<file path="config.mk">
export PLATFORM = sky130hd
export DESIGN_NAME = fetch_unit
export DESIGN_NICKNAME = d
export VERILOG_FILES = /design/src/rtl/riscv_pkg.sv /design/src/rtl/pc_next_logic.sv /design/src/rtl/fetch_unit.sv
export SDC_FILE = /design/constraint.sdc
export NUM_CORES = 1
export LEC_CHECK = 0
export BUFFER_PORTS_ARGS = -buffer_cell sky130_fd_sc_hd__buf_2
export CAP_MARGIN = 20
export CORE_ASPECT_RATIO = 1.75
export CORE_MARGIN = 2
export CORE_UTILIZATION = 35
export DETAILED_ROUTE_END_ITERATION = 7
export GPL_ROUTABILITY_DRIVEN = 0
export HOLD_SLACK_MARGIN = 0.08
export PLACE_DENSITY = 0.66
export SLEW_MARGIN = 20
export SYNTH_ARGS = -nofsm -noshare
export SYNTH_HDL_FRONTEND = slang
export SYNTH_HIERARCHICAL = 1
export SYNTH_SLANG_ARGS = --single-unit
</file>
<file path="constraint.sdc">
create_clock -name clk -period 2.4 [get_ports clk]
set_clock_uncertainty 0.05 [all_clocks]
set_input_delay 0.12 -clock clk [delete_from_list [all_inputs] [get_ports clk]]
set_output_delay 0.12 -clock clk [all_outputs]
set_load 0.01 [all_outputs]
</file>
<file path="src/rtl/riscv_pkg.sv">
// Shared definitions for the RISC-V front end: fetch FSM states,
// the canonical NOP and the base opcode map used by the decoders.
package riscv_pkg;

  typedef enum logic [1:0] {
    S_IDLE  = 2'd0,
    S_FETCH = 2'd1,
    S_HOLD  = 2'd2,
    S_ERROR = 2'd3
  } fetch_state_t;

  // addi x0, x0, 0
  localparam logic [31:0] NOP_INSTR = 32'h0000_0013;

  localparam logic [6:0] OPC_LOAD   = 7'h03;
  localparam logic [6:0] OPC_OP_IMM = 7'h13;
  localparam logic [6:0] OPC_AUIPC  = 7'h17;
  localparam logic [6:0] OPC_STORE  = 7'h23;
  localparam logic [6:0] OPC_OP     = 7'h33;
  localparam logic [6:0] OPC_LUI    = 7'h37;
  localparam logic [6:0] OPC_BRANCH = 7'h63;
  localparam logic [6:0] OPC_JALR   = 7'h67;
  localparam logic [6:0] OPC_JAL    = 7'h6F;
  localparam logic [6:0] OPC_SYSTEM = 7'h73;

endpackage

</file>
<file path="src/rtl/pc_next_logic.sv">
// Combinational next-PC selection: sequential vs. branch/jump target,
// plus a word-alignment check on whichever address was chosen.
module pc_next_logic
  import riscv_pkg::*;
(
  input  logic [31:0] pc,
  input  logic        pc_src,
  input  logic [31:0] pc_target,
  output logic [31:0] pc_next,
  output logic [31:0] pc_plus4,
  output logic        misaligned
);

  // pc+4 wraps naturally at 2^32; a wrap is not treated as an error.
  always_comb begin
    pc_plus4   = pc + 32'd4;
    pc_next    = pc_src ? pc_target : pc_plus4;
    misaligned = (pc_next[1:0] != 2'b00);
  end

endmodule

</file>
<file path="src/rtl/fetch_unit.sv">
// Instruction fetch stage: owns the PC, requests words from instruction
// memory, holds the fetched instruction and exposes its decode fields.
//
//   state   | meaning
//   --------+-----------------------------------------------------------
//   IDLE    | one cycle after reset before the first request
//   FETCH   | imem_req high, waiting for imem_ready (timeout counted)
//   HOLD    | instruction valid, waiting for instr_ack to advance PC
//   ERROR   | misaligned target or memory timeout; only reset leaves
module fetch_unit
  import riscv_pkg::*;
#(
  parameter logic [31:0] RESET_PC = 32'h0000_0000,
  parameter int          TIMEOUT  = 16
)
(
  input  logic        clk,
  input  logic        reset,
  output logic        imem_req,
  output logic [31:0] imem_addr,
  input  logic [31:0] imem_rdata,
  input  logic        imem_ready,
  input  logic        instr_ack,
  input  logic        PCSrc,
  input  logic [31:0] pc_target,
  output logic        instr_valid,
  output logic [31:0] instr,
  output logic [6:0]  op,
  output logic [2:0]  f3,
  output logic [6:0]  f7,
  output logic [4:0]  rs1,
  output logic [4:0]  rs2,
  output logic [4:0]  rd,
  output logic [31:0] pc,
  output logic [31:0] pc_plus4,
  output logic        fetch_err,
  output logic [31:0] retired
);

  // Last wait count that is still tolerated; a miss in that cycle errors out.
  localparam logic [7:0] TMO_LAST = 8'(TIMEOUT - 1);

  fetch_state_t state, state_next;
  logic [7:0]   tmo_cnt;
  logic [31:0]  pc_next;
  logic         misaligned;
  logic         ack_take;
  logic         fetch_done;
  logic         timed_out;

  pc_next_logic u_pc_next (
    .pc         (pc),
    .pc_src     (PCSrc),
    .pc_target  (pc_target),
    .pc_next    (pc_next),
    .pc_plus4   (pc_plus4),
    .misaligned (misaligned)
  );

  assign ack_take   = (state == S_HOLD) && instr_ack;
  assign fetch_done = (state == S_FETCH) && imem_ready;
  assign timed_out  = (state == S_FETCH) && !imem_ready && (tmo_cnt == TMO_LAST);

  assign imem_addr = pc;
  assign op        = instr[6:0];
  assign rd        = instr[11:7];
  assign f3        = instr[14:12];
  assign rs1       = instr[19:15];
  assign rs2       = instr[24:20];
  assign f7        = instr[31:25];

  // State register.
  always_ff @(posedge clk) begin
    if (reset) state <= S_IDLE;
    else       state <= state_next;
  end

  // Next-state decode and state-derived handshake outputs.
  always_comb begin
    state_next  = state;
    imem_req    = 1'b0;
    instr_valid = 1'b0;
    case (state)
      S_IDLE: state_next = S_FETCH;
      S_FETCH: begin
        imem_req = 1'b1;
        if (imem_ready)     state_next = S_HOLD;
        else if (timed_out) state_next = S_ERROR;
      end
      S_HOLD: begin
        instr_valid = 1'b1;
        if (instr_ack) state_next = misaligned ? S_ERROR : S_FETCH;
      end
      S_ERROR: state_next = S_ERROR;
      default: state_next = S_IDLE;
    endcase
  end

  // Instruction register: captured only on an accepted fetch.
  always_ff @(posedge clk) begin
    if (reset)           instr <= NOP_INSTR;
    else if (fetch_done) instr <= imem_rdata;
  end

  // Program counter: advances on ack unless the new address is misaligned.
  always_ff @(posedge clk) begin
    if (reset)                         pc <= RESET_PC;
    else if (ack_take && !misaligned)  pc <= pc_next;
  end

  // Wait counter: counts missed FETCH cycles, zero whenever not waiting.
  always_ff @(posedge clk) begin
    if (reset)                                     tmo_cnt <= 8'd0;
    else if ((state == S_FETCH) && !imem_ready)    tmo_cnt <= tmo_cnt + 8'd1;
    else                                           tmo_cnt <= 8'd0;
  end

  // Sticky error flag.
  always_ff @(posedge clk) begin
    if (reset)                                   fetch_err <= 1'b0;
    else if (timed_out || (ack_take && misaligned)) fetch_err <= 1'b1;
  end

  // Retired-instruction counter, wraps at 2^32.
  always_ff @(posedge clk) begin
    if (reset)         retired <= 32'd0;
    else if (ack_take) retired <= retired + 32'd1;
  end

endmodule

</file>
==> flow_summary_export.csv, run 1 <==
group,metric,value,unit
floorplanning,floorplan.rows,62,
clock_network,clkSinkCount,107,
critical_path,startpoint_type,"register",
synth,post-synth-top-area-fraction,0.368,
route,drt_first_iter_violations,226,
route,drt_first_pass_iters,4,
power_and_ir_drop,p_leak,0.00364,uW
final_layout,final-seq-area,2150,sq um
global_route,vias_in_the_first_global_route,5734,
synth,synth.top_cells.by_count,"167 x sky130_fd_sc_hd__nand2_1, 107 x sky130_fd_sc_hd__dfxtp_1, 78 x sky130_fd_sc_hd__a21oi_1",
final_layout,area_taken_by_multi_input_logic_gates,3020,sq um
critical_path,worst_setup_path_end_kind,"output pin",
global_route,grt_start_max_net_pins,62,
placed_design,numPortBuffers,263,
timing,timing.max_slew.rel_slack,0.653,
timing,max_transition_viols_final,0,
synth,area_fraction_in_compound_gates_after_synthesis,0.122,
route,detailroute.via_count,6146,
clock_network,clk_pin_slew,0.07,ns
final_layout,post_layout_nets,1070,
final_layout,nFillCells,1649,
synth,netlist_top_cells_area,"sky130_fd_sc_hd__dfxtp_1 37%, sky130_fd_sc_hd__nand2_1 11%, sky130_fd_sc_hd__buf_4 8.5%",
critical_path,required,2.23,ns
synth,seq_area_frac_synth,0.368,
synth,synth_top_family_by_area,"simple AND/OR/NAND/NOR gates",
placed_design,post-place-ws,0.254,ns
timing,report.final.setup_viol,0,
synth,number_of_enable_type_register_cells_in_the_synthesized_netlist,0,
placed_design,detailed_place_hpwl,13500,um
clock_network,cts.htree.levels,3,
critical_path,worst_path_arrival,2.15,ns
critical_path,cp_slowest_cell,"sky130_fd_sc_hd__or4_4",
final_layout,num_antenna_cells,0,
synth,synth-xor-area-share,0.0497,
synth,post_synth_mux_area_share,0.0465,
synth,postSynthAreaPerCell,7.77,sq um
timing,hold_viol_final,0,
power_and_ir_drop,power.total,3940,uW
critical_path,criticalPathCategory,"reg2out",
min_path,worst_hold_path_type,"in2reg",
clock_network,clock_latency,0.35,ns
final_layout,proportion_of_layout_cells_with_a_drive_suffix_above_1,0.361,
clock_network,clock_path_buffers,2,
synth,netlist-cell-type-count,47,
synth,synth_nets,821,
power_and_ir_drop,vdd.ir_drop.worst,0.000463,V
route,drc_errors,0,
final_layout,layout.cells.non_filler,1227,
synth,synth_fa_ha_area_frac,0.00645,
floorplanning,effective_utilization_at_floorplan,0.355,
synth,syn-instance-count,749,
synth,ys_seq_elements,107,
clock_network,tritoncts,"built",
global_route,grt_first_pass_wirelength,28800,um
flow_run,cap_violations,0,
outcome,outcome,"finished, final reports clean",
clock_network,cts_root_buf,"sky130_fd_sc_hd__clkbuf_16",
synth,postSynth.topFlopCell,"sky130_fd_sc_hd__dfxtp_1",
global_route,grt_antenna_before_repair,0,
critical_path,worst_path_largest_cell_delay,0.53,ns
timing,period_minus_slack,2.32,ns
final_layout,area_growth,35.2,%
floorplanning,chipWidth,101,um
timing,rsz0062_at_grt,"yes",
synth,synth.largest_area_cell,"sky130_fd_sc_hd__dfxtp_1",
synth,proportion_of_synthesized_flip_flops_having_asynchronous_set_or_reset,0,
synth,yosys.cell_count.top_type,"sky130_fd_sc_hd__nand2_1",
timing,timing.final.crit_share,0.969,
synth,synth_simple_gate_area_frac,0.288,
floorplanning,area_of_the_core_region,16400,sq um
critical_path,crit_path_cell_trace,"ha_1 -> nand3_2 -> or4_4 -> or3_1 -> nand2_1 -> buf_2",
floorplanning,die_h,175,um
critical_path,timing.critical_path.fanout_max,3,
floorplanning,io-pin-count,264,
timing,max_slew.worst_pin.slew,0.520,ns
route,wire_per_inst,15.2,um
floorplanning,fp.dieArea,17700,sq um
route,finalWirelength,18600,um
global_route,grt_remaining_overflow,0,
critical_path,path_buf_inv,1,
route,via_per_inst,5.01,
critical_path,rrSetupSlack,0.24,ns
critical_path,path_delay_family,"simple AND/OR/NAND/NOR gates",
final_layout,final_core_util,0.481,
synth,post_syn_area,5820,sq um
timing,layout_setup_ws,0.0753,ns
synth,ys_warn_count,6,
power_and_ir_drop,pwr_density_cell,501,nW/um^2
global_route,global_route_usage_over_all_layers,0.204,
timing,fmaxAchievable,430,MHz
timing,setup_total_negative_slack,0,ns
clock_network,cts_made_buffers,9,
route,route.antenna.remaining_nets,0,
placed_design,placedCellCount,1168,
worst min-delay path: stages:
cell	delay (ns)
sky130_fd_sc_hd__buf_2	0.11
sky130_fd_sc_hd__nor2_1	0.05
sky130_fd_sc_hd__and3_1	0.16
power breakdown:
part | total [uW] | switching, uW | internal [uW]
clock | 1670 | 708 | 957
combinational | 432 | 225 | 207
sequential | 1840 | 33.1 | 1810
total | 3940 | 967 | 2970
per-stage QoR:
step,area [sq um],hold slack [ns]
final,7870,0.0891
after global placement,7070,0.280
after floorplan,5820,0.194
after CTS,7830,0.0815
after global routing,7870,0.103
after detailed placement,7070,0.284
cell families after synthesis:
logic type      after synthesis
fa+ha+maj                     3
simple gates                343
flops                       107
xor+xnor                     33
compound gates              123
buf+inv                     116
mux                          24
registers in the layout (all words and copies together) (netlist names):
name / flops
tmo_cnt: 8
imem_addr: 32
instr: 32
state: 2
fetch_err: 1
retired: 32
worst paths after layout:
kind | start | endpoint | cells after the start
worst max register to register | retired[0] | retired[22] | 5
worst max-delay path | imem_addr[2] | pc_plus4[20] | 6
worst min-delay path | imem_ready | tmo_cnt[1] | 3
worst min register to register | tmo_cnt[0] | tmo_cnt[0] | 1
cells in the final DEF, fill, tap and decap left out, drive strengths merged, types with 11 or more instances in the layout:
cell type and count:
o31ai 17, a21oi 78, nand2 167, or4 19, nand4 18, nor4 16
and3 11, inv 11, mux2 24, nor2b 12, xor2 16, xnor2 17
buf 303, dlygate4sd3 41, nor2 42, nand3 25, dfxtp 107
area by class of cell:
type,instances,area share
multi-input combinational,526,0.383
sequential,107,0.273
timing repair buffer,344,0.261
tap,224,0.0356
clock buffer,10,0.0304
clock inverter,6,0.0122
inverter,10,0.00477
repair_timing:
action | in CTS | in global routing
buffers inserted | 0 | 2
pin swaps | 0 | 1
setup endpoints to repair | 3 | 10
gates resized for setup | 2 | 8
hold endpoints to repair | 40 | 0
hold buffers | 41 | 0
per-layer routing:
layer  global-route usage  vias up  routed length [um]
met4               0.0833        0                 572
li1                     -     3033                   -
met5                    0        -                   0
met2                0.374      215                9950
met3               0.0378       39                 917
met1                0.225     2859                7190
(Power assumes the default switching activity.)
==> run 2, diff against run 1 <==
--- a/config.mk
+++ b/config.mk
@@ -5,6 +5,7 @@
 export SDC_FILE = /design/constraint.sdc
 export NUM_CORES = 1
 export LEC_CHECK = 0
+export ABC_AREA = 1
 export BUFFER_PORTS_ARGS = -buffer_cell sky130_fd_sc_hd__buf_2
 export CAP_MARGIN = 20
 export CORE_ASPECT_RATIO = 1.75
@@ -12,8 +13,9 @@
 export CORE_UTILIZATION = 35
 export DETAILED_ROUTE_END_ITERATION = 7
 export GPL_ROUTABILITY_DRIVEN = 0
+export GPL_TIMING_DRIVEN = 0
 export HOLD_SLACK_MARGIN = 0.08
-export PLACE_DENSITY = 0.66
+export PLACE_DENSITY = 0.64
 export SLEW_MARGIN = 20
 export SYNTH_ARGS = -nofsm -noshare
 export SYNTH_HDL_FRONTEND = slang
==> flow_summary_export.csv, run 2 <==
group,metric,value,unit
floorplanning,effective_utilization_at_floorplan,0.354,
global_route,global_route_usage_over_all_layers,0.216,
global_route,grt_first_pass_wirelength,33200,um
clock_network,clock_path_buffers,2,
synth,seq_area_frac_synth,0.340,
synth,synth.top_cells.by_count,"311 x sky130_fd_sc_hd__nand2_1, 160 x sky130_fd_sc_hd__nor2_1, 107 x sky130_fd_sc_hd__dfxtp_1",
global_route,vias_in_the_first_global_route,6765,
min_path,worst_hold_path_type,"in2reg",
timing,max_slew.worst_pin.slew,0.588,ns
route,drt_first_iter_violations,211,
critical_path,worst_path_arrival,2.01,ns
synth,post_syn_area,6310,sq um
critical_path,required,2.23,ns
clock_network,clk_pin_slew,0.08,ns
route,drt_first_pass_iters,4,
outcome,outcome,"finished, final reports clean",
synth,ys_warn_count,6,
clock_network,clock_latency,0.35,ns
global_route,grt_antenna_before_repair,0,
power_and_ir_drop,vdd.ir_drop.worst,0.000294,V
timing,rsz0062_at_grt,"no",
timing,max_transition_viols_final,0,
synth,number_of_enable_type_register_cells_in_the_synthesized_netlist,0,
clock_network,cts_resized,0,
power_and_ir_drop,pwr-share-seq,0.454,
timing,hold_viol_final,0,
final_layout,final_core_util,0.498,
clock_network,cts.htree.levels,3,
synth,post-synth-top-area-fraction,0.340,
power_and_ir_drop,power.share.combinational,0.156,
flow_run,cap_violations,0,
final_layout,area_growth,40.5,%
floorplanning,fp.dieArea,19200,sq um
power_and_ir_drop,switching_share,0.283,
synth,synth_nets,1042,
power_and_ir_drop,internal_power,3000,uW
timing,report.final.setup_viol,0,
floorplanning,chipWidth,105,um
floorplanning,area_of_the_core_region,17800,sq um
route,route.antenna.remaining_nets,0,
timing,fmaxAchievable,458,MHz
timing,timing.max_slew.rel_slack,0.608,
final_layout,nFillCells,1851,
critical_path,worst_setup_path_end_kind,"output pin",
clock_network,clkSinkCount,107,
final_layout,area_taken_by_multi_input_logic_gates,3270,sq um
power_and_ir_drop,p_leak,0.00456,uW
final_layout,mostFrequentLayoutCell,"sky130_fd_sc_hd__nand2_1",
clock_network,tritoncts,"built",
synth,syn-instance-count,970,
synth,proportion_of_synthesized_flip_flops_having_asynchronous_set_or_reset,0,
timing,timing.hold.ws,0.0884,ns
synth,yosys.cell_count.top_type,"sky130_fd_sc_hd__nand2_1",
synth,synth.largest_area_cell,"sky130_fd_sc_hd__dfxtp_1",
power_and_ir_drop,pwr-share-clk,0.391,
route,drc_errors,0,
final_layout,post_layout_nets,1377,
synth,postSynthAreaPerCell,6.50,sq um
clock_network,cts_root_buf,"sky130_fd_sc_hd__clkbuf_16",
route,detailroute.via_count,7114,
power_and_ir_drop,net-switching-power,1180,uW
route,via_per_inst,4.61,
floorplanning,io-pin-count,264,
timing,timing.final.crit_share,0.910,
critical_path,startpoint_type,"register",
placed_design,numPortBuffers,262,
final_layout,num_antenna_cells,0,
timing,period_minus_slack,2.18,ns
final_layout,final-seq-area,2140,sq um
placed_design,detailed_place_hpwl,16500,um
synth,ys_seq_elements,107,
clock_network,cts_made_buffers,9,
critical_path,criticalPathCategory,"reg2out",
clock_network,cts_setup_buffers,0,
floorplanning,floorplan.rows,65,
timing,setup_total_negative_slack,0,ns
placed_design,post-place-ws,0.0813,ns
timing,layout_setup_ws,0.217,ns
synth,postSynth.topFlopCell,"sky130_fd_sc_hd__dfxtp_1",
global_route,grt_start_max_net_pins,22,
floorplanning,die_h,182,um
global_route,grt_remaining_overflow,0,
final_layout,layout_common_cells,"311 x sky130_fd_sc_hd__nand2_1, 268 x sky130_fd_sc_hd__buf_2, 160 x sky130_fd_sc_hd__nor2_1, 107 x sky130_fd_sc_hd__dfxtp_1, 70 x sky130_fd_sc_hd__buf_4",
critical_path,timing.critical_path.fanout_max,6,
synth,netlist_top_cells_area,"sky130_fd_sc_hd__dfxtp_1 34%, sky130_fd_sc_hd__nand2_1 19%, sky130_fd_sc_hd__nor2_1 9.5%",
power_and_ir_drop,pwr_density_cell,472,nW/um^2
route,wire_per_inst,13.8,um
synth,netlist-cell-type-count,36,
route,finalWirelength,21300,um
final_layout,proportion_of_layout_cells_with_a_drive_suffix_above_1,0.311,
## run 2: cell types whose count changed after synthesis, moves of 14 or more
| cell | delta |
|---|---|
| sky130_fd_sc_hd__or4_1 | -18 |
| sky130_fd_sc_hd__clkbuf_1 | -15 |
| sky130_fd_sc_hd__a21oi_1 | -31 |
| sky130_fd_sc_hd__nand2_1 | +144 |
| sky130_fd_sc_hd__o31ai_1 | -17 |
| sky130_fd_sc_hd__nor4_1 | -14 |
| sky130_fd_sc_hd__inv_1 | +53 |
| sky130_fd_sc_hd__o21ai_0 | +32 |
| sky130_fd_sc_hd__nor2_1 | +118 |
| sky130_fd_sc_hd__mux2_2 | -24 |
## run 2: stage by stage
stage                     power (uW)  cells  area, sq um
after floorplan                 2250    970         6310
after global placement          2500   1466         7910
after detailed placement        2510   1466         7910
after CTS                       4230   1544         8860
after global routing            4370   1544         8860
final                           4180   1544         8860
## run 2: layout make-up
type	count	area share
clock inverters	7	0.0119
multi-input cells	699	0.369
repair buffers	324	0.218
inverters	68	0.0288
plain buffers	96	0.0720
well taps	234	0.0330
clock buffers	9	0.0254
flip-flops and latches	107	0.242
## run 2: worst paths after layout
path                startpoint             to  slack [ns]  cells past startpoint
setup reg to reg  imem_addr[2]  imem_addr[24]        0.47                     12
hold / removal       instr_ack       state[0]        0.09                      3
setup / recovery  imem_addr[2]   pc_plus4[24]        0.22                      9
hold reg to reg     tmo_cnt[0]     tmo_cnt[0]        0.40                      1
## run 2: worst max-delay path: stages (launching register included)
cell and delay [ns]:
sky130_fd_sc_hd__dfxtp_1 0.45, sky130_fd_sc_hd__ha_1 0.24, sky130_fd_sc_hd__nand2_1 0.08, sky130_fd_sc_hd__nor2_2 0.18
sky130_fd_sc_hd__nand2_1 0.12, sky130_fd_sc_hd__nor2_4 0.23, sky130_fd_sc_hd__nand2_1 0.08, sky130_fd_sc_hd__nand2_1 0.07
sky130_fd_sc_hd__nand2_1 0.08, sky130_fd_sc_hd__buf_2 0.15
## run 2: power groups by stage
stage	Sequential, uW	Clock [uW]	Combinational (uW)
after CTS	1900	1680	654
after global routing	1910	1750	713
final	1900	1630	651
after floorplan	1940	0	308
after global placement	1940	0	566
after detailed placement	1940	0	570
## run 2: routing by layer
metal,vias to the layer above,global-route usage,part of all wire
met2,209,0.414,0.54
met3,54,0.0348,0.045
met5,-,0,0
li1,3635,-,-
met4,0,0.107,0.042
met1,3216,0.222,0.37
## run 2: repair_timing
item                                    in CTS  in global routing
endpoints found under the setup margin       0                  0
hold endpoints to repair                    62                  0
hold buffers                                62                  0
## run 2: cells by family after synthesis
group / Yosys count / share of synthesized area
xor+xnor: 17 / 0.0319
mux: 1 / 0.00159
fa+ha+maj: 3 / 0.00595
buf+inv: 164 / 0.142
simple gates: 580 / 0.401
compound gates: 98 / 0.0786
flops: 107 / 0.340
